<file path="config.mk">
export PLATFORM = sky130hd
export DESIGN_NAME = obc_shift_accumulator
export DESIGN_NICKNAME = d
export VERILOG_FILES = /design/src/rtl/obc_shift_accumulator.sv
export SDC_FILE = /design/constraint.sdc
export NUM_CORES = 1
export LEC_CHECK = 0
export BUFFER_PORTS_ARGS = -buffer_cell sky130_fd_sc_hd__buf_2
export CELL_PAD_IN_SITES_DETAIL_PLACEMENT = 2
export CELL_PAD_IN_SITES_GLOBAL_PLACEMENT = 2
export CORE_ASPECT_RATIO = 0.75
export CORE_MARGIN = 5
export CORE_UTILIZATION = 36
export CTS_CLUSTER_SIZE = 30
export DETAILED_ROUTE_END_ITERATION = 12
export HOLD_SLACK_MARGIN = 0.05
export PLACE_DENSITY = 0.88
export SKIP_CTS_REPAIR_TIMING = 1
export SYNTH_ARGS = -nofsm -noshare
export SYNTH_HDL_FRONTEND = slang
export SYNTH_SLANG_ARGS = --single-unit
export TNS_END_PERCENT = 50
</file>
<file path="constraint.sdc">
create_clock -name clk -period 11.4 [get_ports clk]
set_clock_uncertainty 0.1 [all_clocks]
set_input_delay 3.42 -clock clk [delete_from_list [all_inputs] [get_ports clk]]
set_output_delay 3.42 -clock clk [all_outputs]
set_load 0.005 [all_outputs]
</file>
<file path="src/rtl/obc_shift_accumulator.sv">
// Bit-serial shift-accumulate stage behind the OBC partial-product ROMs.
// Each accepted slice sums eight ROM words. Slices arrive MSB first, so
// slice 0 carries negative weight. After SAMPLE_W slices, the accumulated
// word plus OFFSET is presented with a one-cycle valid strobe.
// ACC_W must be at least DATA_W + 3 + SAMPLE_W + 1 for the arithmetic not to overflow.
module obc_shift_accumulator #(
  parameter int unsigned             DATA_W   = 32,
  parameter int unsigned             SAMPLE_W = 16,
  parameter int unsigned             ACC_W    = 52,
  parameter logic signed [ACC_W-1:0] OFFSET   = '0
) (
  input  logic              clk,
  input  logic              rst,
  input  logic              in_valid,
  input  logic              in_first,
  input  logic [DATA_W-1:0] rom0,
  input  logic [DATA_W-1:0] rom1,
  input  logic [DATA_W-1:0] rom2,
  input  logic [DATA_W-1:0] rom3,
  input  logic [DATA_W-1:0] rom4,
  input  logic [DATA_W-1:0] rom5,
  input  logic [DATA_W-1:0] rom6,
  input  logic [DATA_W-1:0] rom7,
  output logic              out_valid,
  output logic [ACC_W-1:0]  out_data,
  output logic              busy
);

  localparam int unsigned NUM_ROM = 8;
  localparam int unsigned CNT_W   = (SAMPLE_W > 1) ? $clog2(SAMPLE_W) : 1;
  localparam logic [CNT_W-1:0] LAST_IDX = CNT_W'(SAMPLE_W - 1);

  logic [DATA_W-1:0] rom_w [NUM_ROM];
  logic [ACC_W-1:0]  slice_sum;
  logic [CNT_W-1:0]  slice_idx;

  logic [CNT_W-1:0]  bit_cnt_q, bit_cnt_d;
  logic [ACC_W-1:0]  s_reg_q, s_reg_d;
  logic              s_valid_q, s_valid_d;
  logic              s_first_q, s_first_d;
  logic              s_last_q, s_last_d;
  logic [ACC_W-1:0]  acc_q, acc_d;
  logic              out_valid_q, out_valid_d;
  logic [ACC_W-1:0]  out_data_q, out_data_d;
  logic              busy_q, busy_d;

  assign rom_w[0] = rom0;
  assign rom_w[1] = rom1;
  assign rom_w[2] = rom2;
  assign rom_w[3] = rom3;
  assign rom_w[4] = rom4;
  assign rom_w[5] = rom5;
  assign rom_w[6] = rom6;
  assign rom_w[7] = rom7;

  // Sign-extend the eight ROM words to accumulator width and add them.
  always_comb begin
    slice_sum = '0;
    for (int unsigned i = 0; i < NUM_ROM; i++) begin
      slice_sum = slice_sum + ACC_W'($signed(rom_w[i]));
    end
  end

  // Stage 1: slice index tracking and registering of the slice sum.
  always_comb begin
    slice_idx = in_first ? '0 : bit_cnt_q;
    bit_cnt_d = bit_cnt_q;
    s_reg_d   = s_reg_q;
    s_valid_d = 1'b0;
    s_first_d = s_first_q;
    s_last_d  = s_last_q;
    if (in_valid) begin
      s_reg_d   = slice_sum;
      s_valid_d = 1'b1;
      s_first_d = (slice_idx == '0);
      s_last_d  = (slice_idx == LAST_IDX);
      bit_cnt_d = (slice_idx == LAST_IDX) ? '0 : slice_idx + CNT_W'(1);
    end
  end

  // Stage 2: shift-accumulate, final offset, strobe and busy tracking.
  always_comb begin
    acc_d       = acc_q;
    out_valid_d = 1'b0;
    out_data_d  = out_data_q;
    busy_d      = busy_q;
    if (s_valid_q) begin
      // The MSB slice restarts the word with negative weight.
      acc_d = s_first_q ? (-s_reg_q) : ((acc_q << 1) + s_reg_q);
      if (s_last_q) begin
        out_valid_d = 1'b1;
        out_data_d  = acc_d + OFFSET;
        busy_d      = 1'b0;
      end
    end
    // A newly accepted slice keeps or makes the stage busy. This also covers
    // the slice 0 of a word that follows the previous word without a gap.
    if (in_valid) begin
      busy_d = 1'b1;
    end
  end

  // State registers with synchronous reset. Reset wins over a slice in the same cycle.
  always_ff @(posedge clk) begin
    if (rst) begin
      bit_cnt_q   <= '0;
      s_reg_q     <= '0;
      s_valid_q   <= 1'b0;
      s_first_q   <= 1'b0;
      s_last_q    <= 1'b0;
      acc_q       <= '0;
      out_valid_q <= 1'b0;
      out_data_q  <= '0;
      busy_q      <= 1'b0;
    end else begin
      bit_cnt_q   <= bit_cnt_d;
      s_reg_q     <= s_reg_d;
      s_valid_q   <= s_valid_d;
      s_first_q   <= s_first_d;
      s_last_q    <= s_last_d;
      acc_q       <= acc_d;
      out_valid_q <= out_valid_d;
      out_data_q  <= out_data_d;
      busy_q      <= busy_d;
    end
  end

  assign out_valid = out_valid_q;
  assign out_data  = out_data_q;
  assign busy      = busy_q;

endmodule

</file>
# == Word level (Yosys, flattened, before mapping) ==
# Cells that the tools add are included.
# word_totals
reg_bits,164
input_bits,260
output_inout_bits,54
elab_cells,35
# op_classes
addsub,10
n_eq_ne,1
muxes,8
bitwise_logic,1
n_reduce_logical,6
# ops
operator,n
$add A52 B52 Y52,1
$mux W52,1
$neg A52 Y52,1
$add A38 B32 Y39,1
$add A37 B32 Y38,1
$add A36 B32 Y37,1
$add A35 B32 Y36,1
$add A34 B32 Y35,1
$add A33 B32 Y34,1
$add A32 B32 Y33,1
$mux W4,2
$mux W1,5
$add A4 B1 Y4 const B,1
$eq A4 B4 Y1 const B,1
$logic_not A4 Y1,1
$reduce_and A2 Y1,2
$reduce_bool A2 Y1,2
$reduce_or A2 Y1,1
$not A1 Y1,1

# == Depth between registers and ports, before layout ==
# depth
ltp_word,7
ltp_mapped,20
mapped_depth_nobuf,20

# == Least setup slack after synthesis ==
# Ideal clock, no wire load.
# synth_timing
path_type,in2reg
from,input rom0[10]
to,register s_reg_q[27]
setup_time_ns,0.134
t_arrival_ns,8.020
t_required_ns,11.166
setup_slack_ns,3.145
path_stages,18
n_path_buf,0
cell_sequence,inv_1 -> fa_1 -> inv_1 -> fa_1 -> fa_1 -> inv_1 -> fa_1 -> inv_1 -> ha_1 -> a21o_1 -> a21o_1 -> a221o_1 -> a31o_2 -> a21oi_1 -> o211a_1 -> o21ai_0 -> and3_1 -> or4_1
# synth_between
elab_chain_len,7
# synth_rtl
element,line,source
start: declaration,16,"input logic [DATA_W-1:0] rom0,"
$add A32 B32 Y33,60,slice_sum = slice_sum + ACC_W'($signed(rom_w[i]));
$add A33 B32 Y34,60,
$add A34 B32 Y35,60,
$add A35 B32 Y36,60,
$add A36 B32 Y37,60,
$add A37 B32 Y38,60,
$add A38 B32 Y39,60,
end signal: assignment,117,s_reg_q <= s_reg_d;
end: declaration,38,"logic [ACC_W-1:0] s_reg_q, s_reg_d;"
# Every way passes these cells.
# A chain may end at the register's enable or synchronous reset.

# == Final worst setup path ==
# layout_timing
from,input rom3[5]
to,register s_reg_q[32]
# layout_between
elab_chain_len,5
# layout_rtl
element,line,source
start: declaration,19,"input logic [DATA_W-1:0] rom3,"
$add A34 B32 Y35,60,
$add A35 B32 Y36,60,
$add A36 B32 Y37,60,
$add A37 B32 Y38,60,
$add A38 B32 Y39,60,
# Every way passes these cells.

==> impl_results.md <==
- Setup TNS Final: 0 ns
- Worst R2R Path Depth: 12
- Pleak: 10.0 nW
- Horiz. Die Dim: 261 microns
- Routed WL: 62,400 microns
- Tcrit/Tclk final: 0.779
- Die Y: 198 microns
- CTS tree: done
- Via count of the first global-routing pass: 18,400
- Crit end category: register
- Total grt overflow: 0
- Mean Syn Cell Area: 8.04 sq um
- Buffers on Ports: 313
- First-pass GRT wire length: 98,400 microns
- Hold path cells: 2
- Final RePlAce weighted congestion: 0.863
- Placed Cells: 2,978
- Setup ws final: 2.52 ns
- VDD IR max: 0.000116 V
- Clk slew on worst S/H paths: 0.08 ns
- Antenna viol nets, final: 0
- Distinct cell type count after synthesis: 77
- Dpl hpwl: 50,900 microns
- Slew Limit Fails: 0
- FP Rows: 68
- Fin. Hold Viols: 0
- CTS root buf: clkbuf_16
- RSZ-0062 raised after global routing: no
- CP Launch Type: primary input
- Max Cap Viol: 0
- Share of the synthesized area in the top cell type: 0.233
- Mapped Cells: 2,108
- #FFs+latches synth: 151
- H-tree levels: 4
- Cts bufs inserted: 17
- Share of layout cells above drive strength 1: 0.161
- # setup viols final: 0
- Initial DRC Count: 658
- Worst skew pair latency: 0.46 ns
- Cell Area, Placed: 0.0191 sq mm
- Largest net degree at the start of global routing: 99
- Main flop type after synthesis: dfxtp_1
- WP data arrival: 9.11 ns
- Hold Path Class: reg2reg
- Vias: 15,900
- Slew HR: 0.233
- Yosys warnings: 0
- CP max FO: 5
- DRC Markers: 0
- Synth top cells by count: 498 x inv_1, 201 x nor2_1, 197 x fa_1
- Pin slew with the least headroom to its limit: 1.15 ns
- Vias per inst: 5.28
- P&R area growth vs syn: 15.7%
- Post-synthesis sequential area ratio: 0.178
- Top cells by area, synth: fa_1 23%, dfxtp_1 18%, inv_1 11%, ha_1 6.6%, nor2_1 4.4%
- DR pass1 iterations: 5
- Count leader, synth: inv_1
- Area of the core: 0.0463 sq mm
- Cell Area, Synth: 0.0170 sq mm
- Wirelength per Cell: 20.7 microns
- Outcome: complete, no violations
- Clock tree buffer depth: 2
- Ports: 314
- Post-synth ARST share: 0
- Post-synth top area cell: fa_1
- WP data required: 11.63 ns
- Clock Sink Count: 151
- Initial antenna violation count: 1
- CP Class: in2reg
- Final Cell Area: 0.0196 sq mm
- Non-filler cells in the finished layout: 3,011
- Post-synthesis net count: 2,655
- Initial Util: 0.366
- Worst slack, placed: 2.14 ns
- GRT Total Usage: 0.239
- Final Critical Period: 8.88 ns
- Max Freq: 113 MHz
- Post-synth EDFFs: 0
- Final design utilization: 0.424
- Post-layout net count: 2,914
- DIE AREA: 0.0516 sq mm
- Overall Power: 5.02 mW
- Hold Worst Slack: 0.361 ns
- Pwr dens: 256 mW/mm^2
cells in the final DEF, fill, tap and decap left out, drive strengths merged, types with 5 or more instances in the layout:
cell and count:
xor2 43, nor2b 8, nor4 16, o31a 5, nor3 35, a21oi 109
o21bai 15, inv 503, dfxtp 151, nand3 24, clkinv 5, a221oi 5
mux2i 36, or3 15, o31ai 6, or4 8, nor2 202, and3 10
o21a 16, o21ai 75, a2111oi 5, buf 321, nor3b 10, xnor2 51
o22ai 9, a31oi 16, nand2b 26, clkbuf 18, fa 197, and2 7
a21o 42, ha 90, a211oi 100, o211ai 11, a21boi 6, nand2 104
nand4 18, o221ai 5
registers in the layout (all words and copies together), names as in the netlist:
signal,flops
s_first_q,1
busy,1
bit_cnt_q,4
out_data,52
out_valid,1
s_reg_q,39
s_last_q,1
s_valid_q,1
acc_q,51
power breakdown:
group | switching [mW] | internal [mW] | total (mW)
sequential | 0.117 | 0.601 | 0.718
combinational | 2.29 | 1.45 | 3.74
clock | 0.271 | 0.289 | 0.561
metal layers:
| layer | vias up | part of all wire | global-route usage | wire [microns] |
|---|---|---|---|---|
| met2 | 311 | 0.53 | 0.456 | 33100 |
| met4 | 0 | 0.020 | 0.0642 | 1270 |
| met1 | 8143 | 0.42 | 0.284 | 26200 |
| met3 | 83 | 0.031 | 0.0293 | 1950 |
| met5 | - | 0 | 0 | 0 |
| li1 | 7356 | - | - | - |
path summary, 6_finish.rpt:
path / from / to / slack [ns]
worst min register to register: out_data[0]$_SDFFE_PP0P_ / out_data[0]$_SDFFE_PP0P_ / 0.36
worst max-delay path: rom3[5] / s_reg_q[32]$_SDFFE_PP0P_ / 2.52
worst min-delay path: out_data[0]$_SDFFE_PP0P_ / out_data[0]$_SDFFE_PP0P_ / 0.36
worst max register to register: s_reg_q[1]$_SDFFE_PP0P_ / acc_q[49]$_SDFFE_PP0P_ / 7.38
final cells by class:
cell class                 instances  area, sq um
inverter                         498         1870
multi-input combinational       1378        11700
fill                            5367        26700
clock inverter                    14          119
antenna                            1         2.50
clock buffer                      18          439
timing repair buffer             321         1630
sequential                       151         3030
tap                              630          788
critical path, cell delays in order:
cell      delay [ns]
buf_2           0.08
inv_1           0.06
fa_1            0.57
inv_1           0.07
fa_1            0.49
fa_1            0.59
inv_1           0.07
fa_1            0.53
inv_1           0.05
ha_1            0.35
o21ai_0         0.32
a21oi_1         0.14
a41oi_1         0.64
o22a_1          0.42
o211ai_1        0.18
a31oi_1         0.33
o21ai_0         0.17
and4b_1         0.25
or3_1           0.38
cell families after synthesis:
logic type | Yosys count | synth area share
mux | 38 | 0.0226
compound gates | 457 | 0.179
simple gates | 502 | 0.143
flops | 151 | 0.178
fa+ha+maj | 287 | 0.299
buf+inv | 579 | 0.129
xor+xnor | 94 | 0.0486
(Power assumes the default switching activity.)
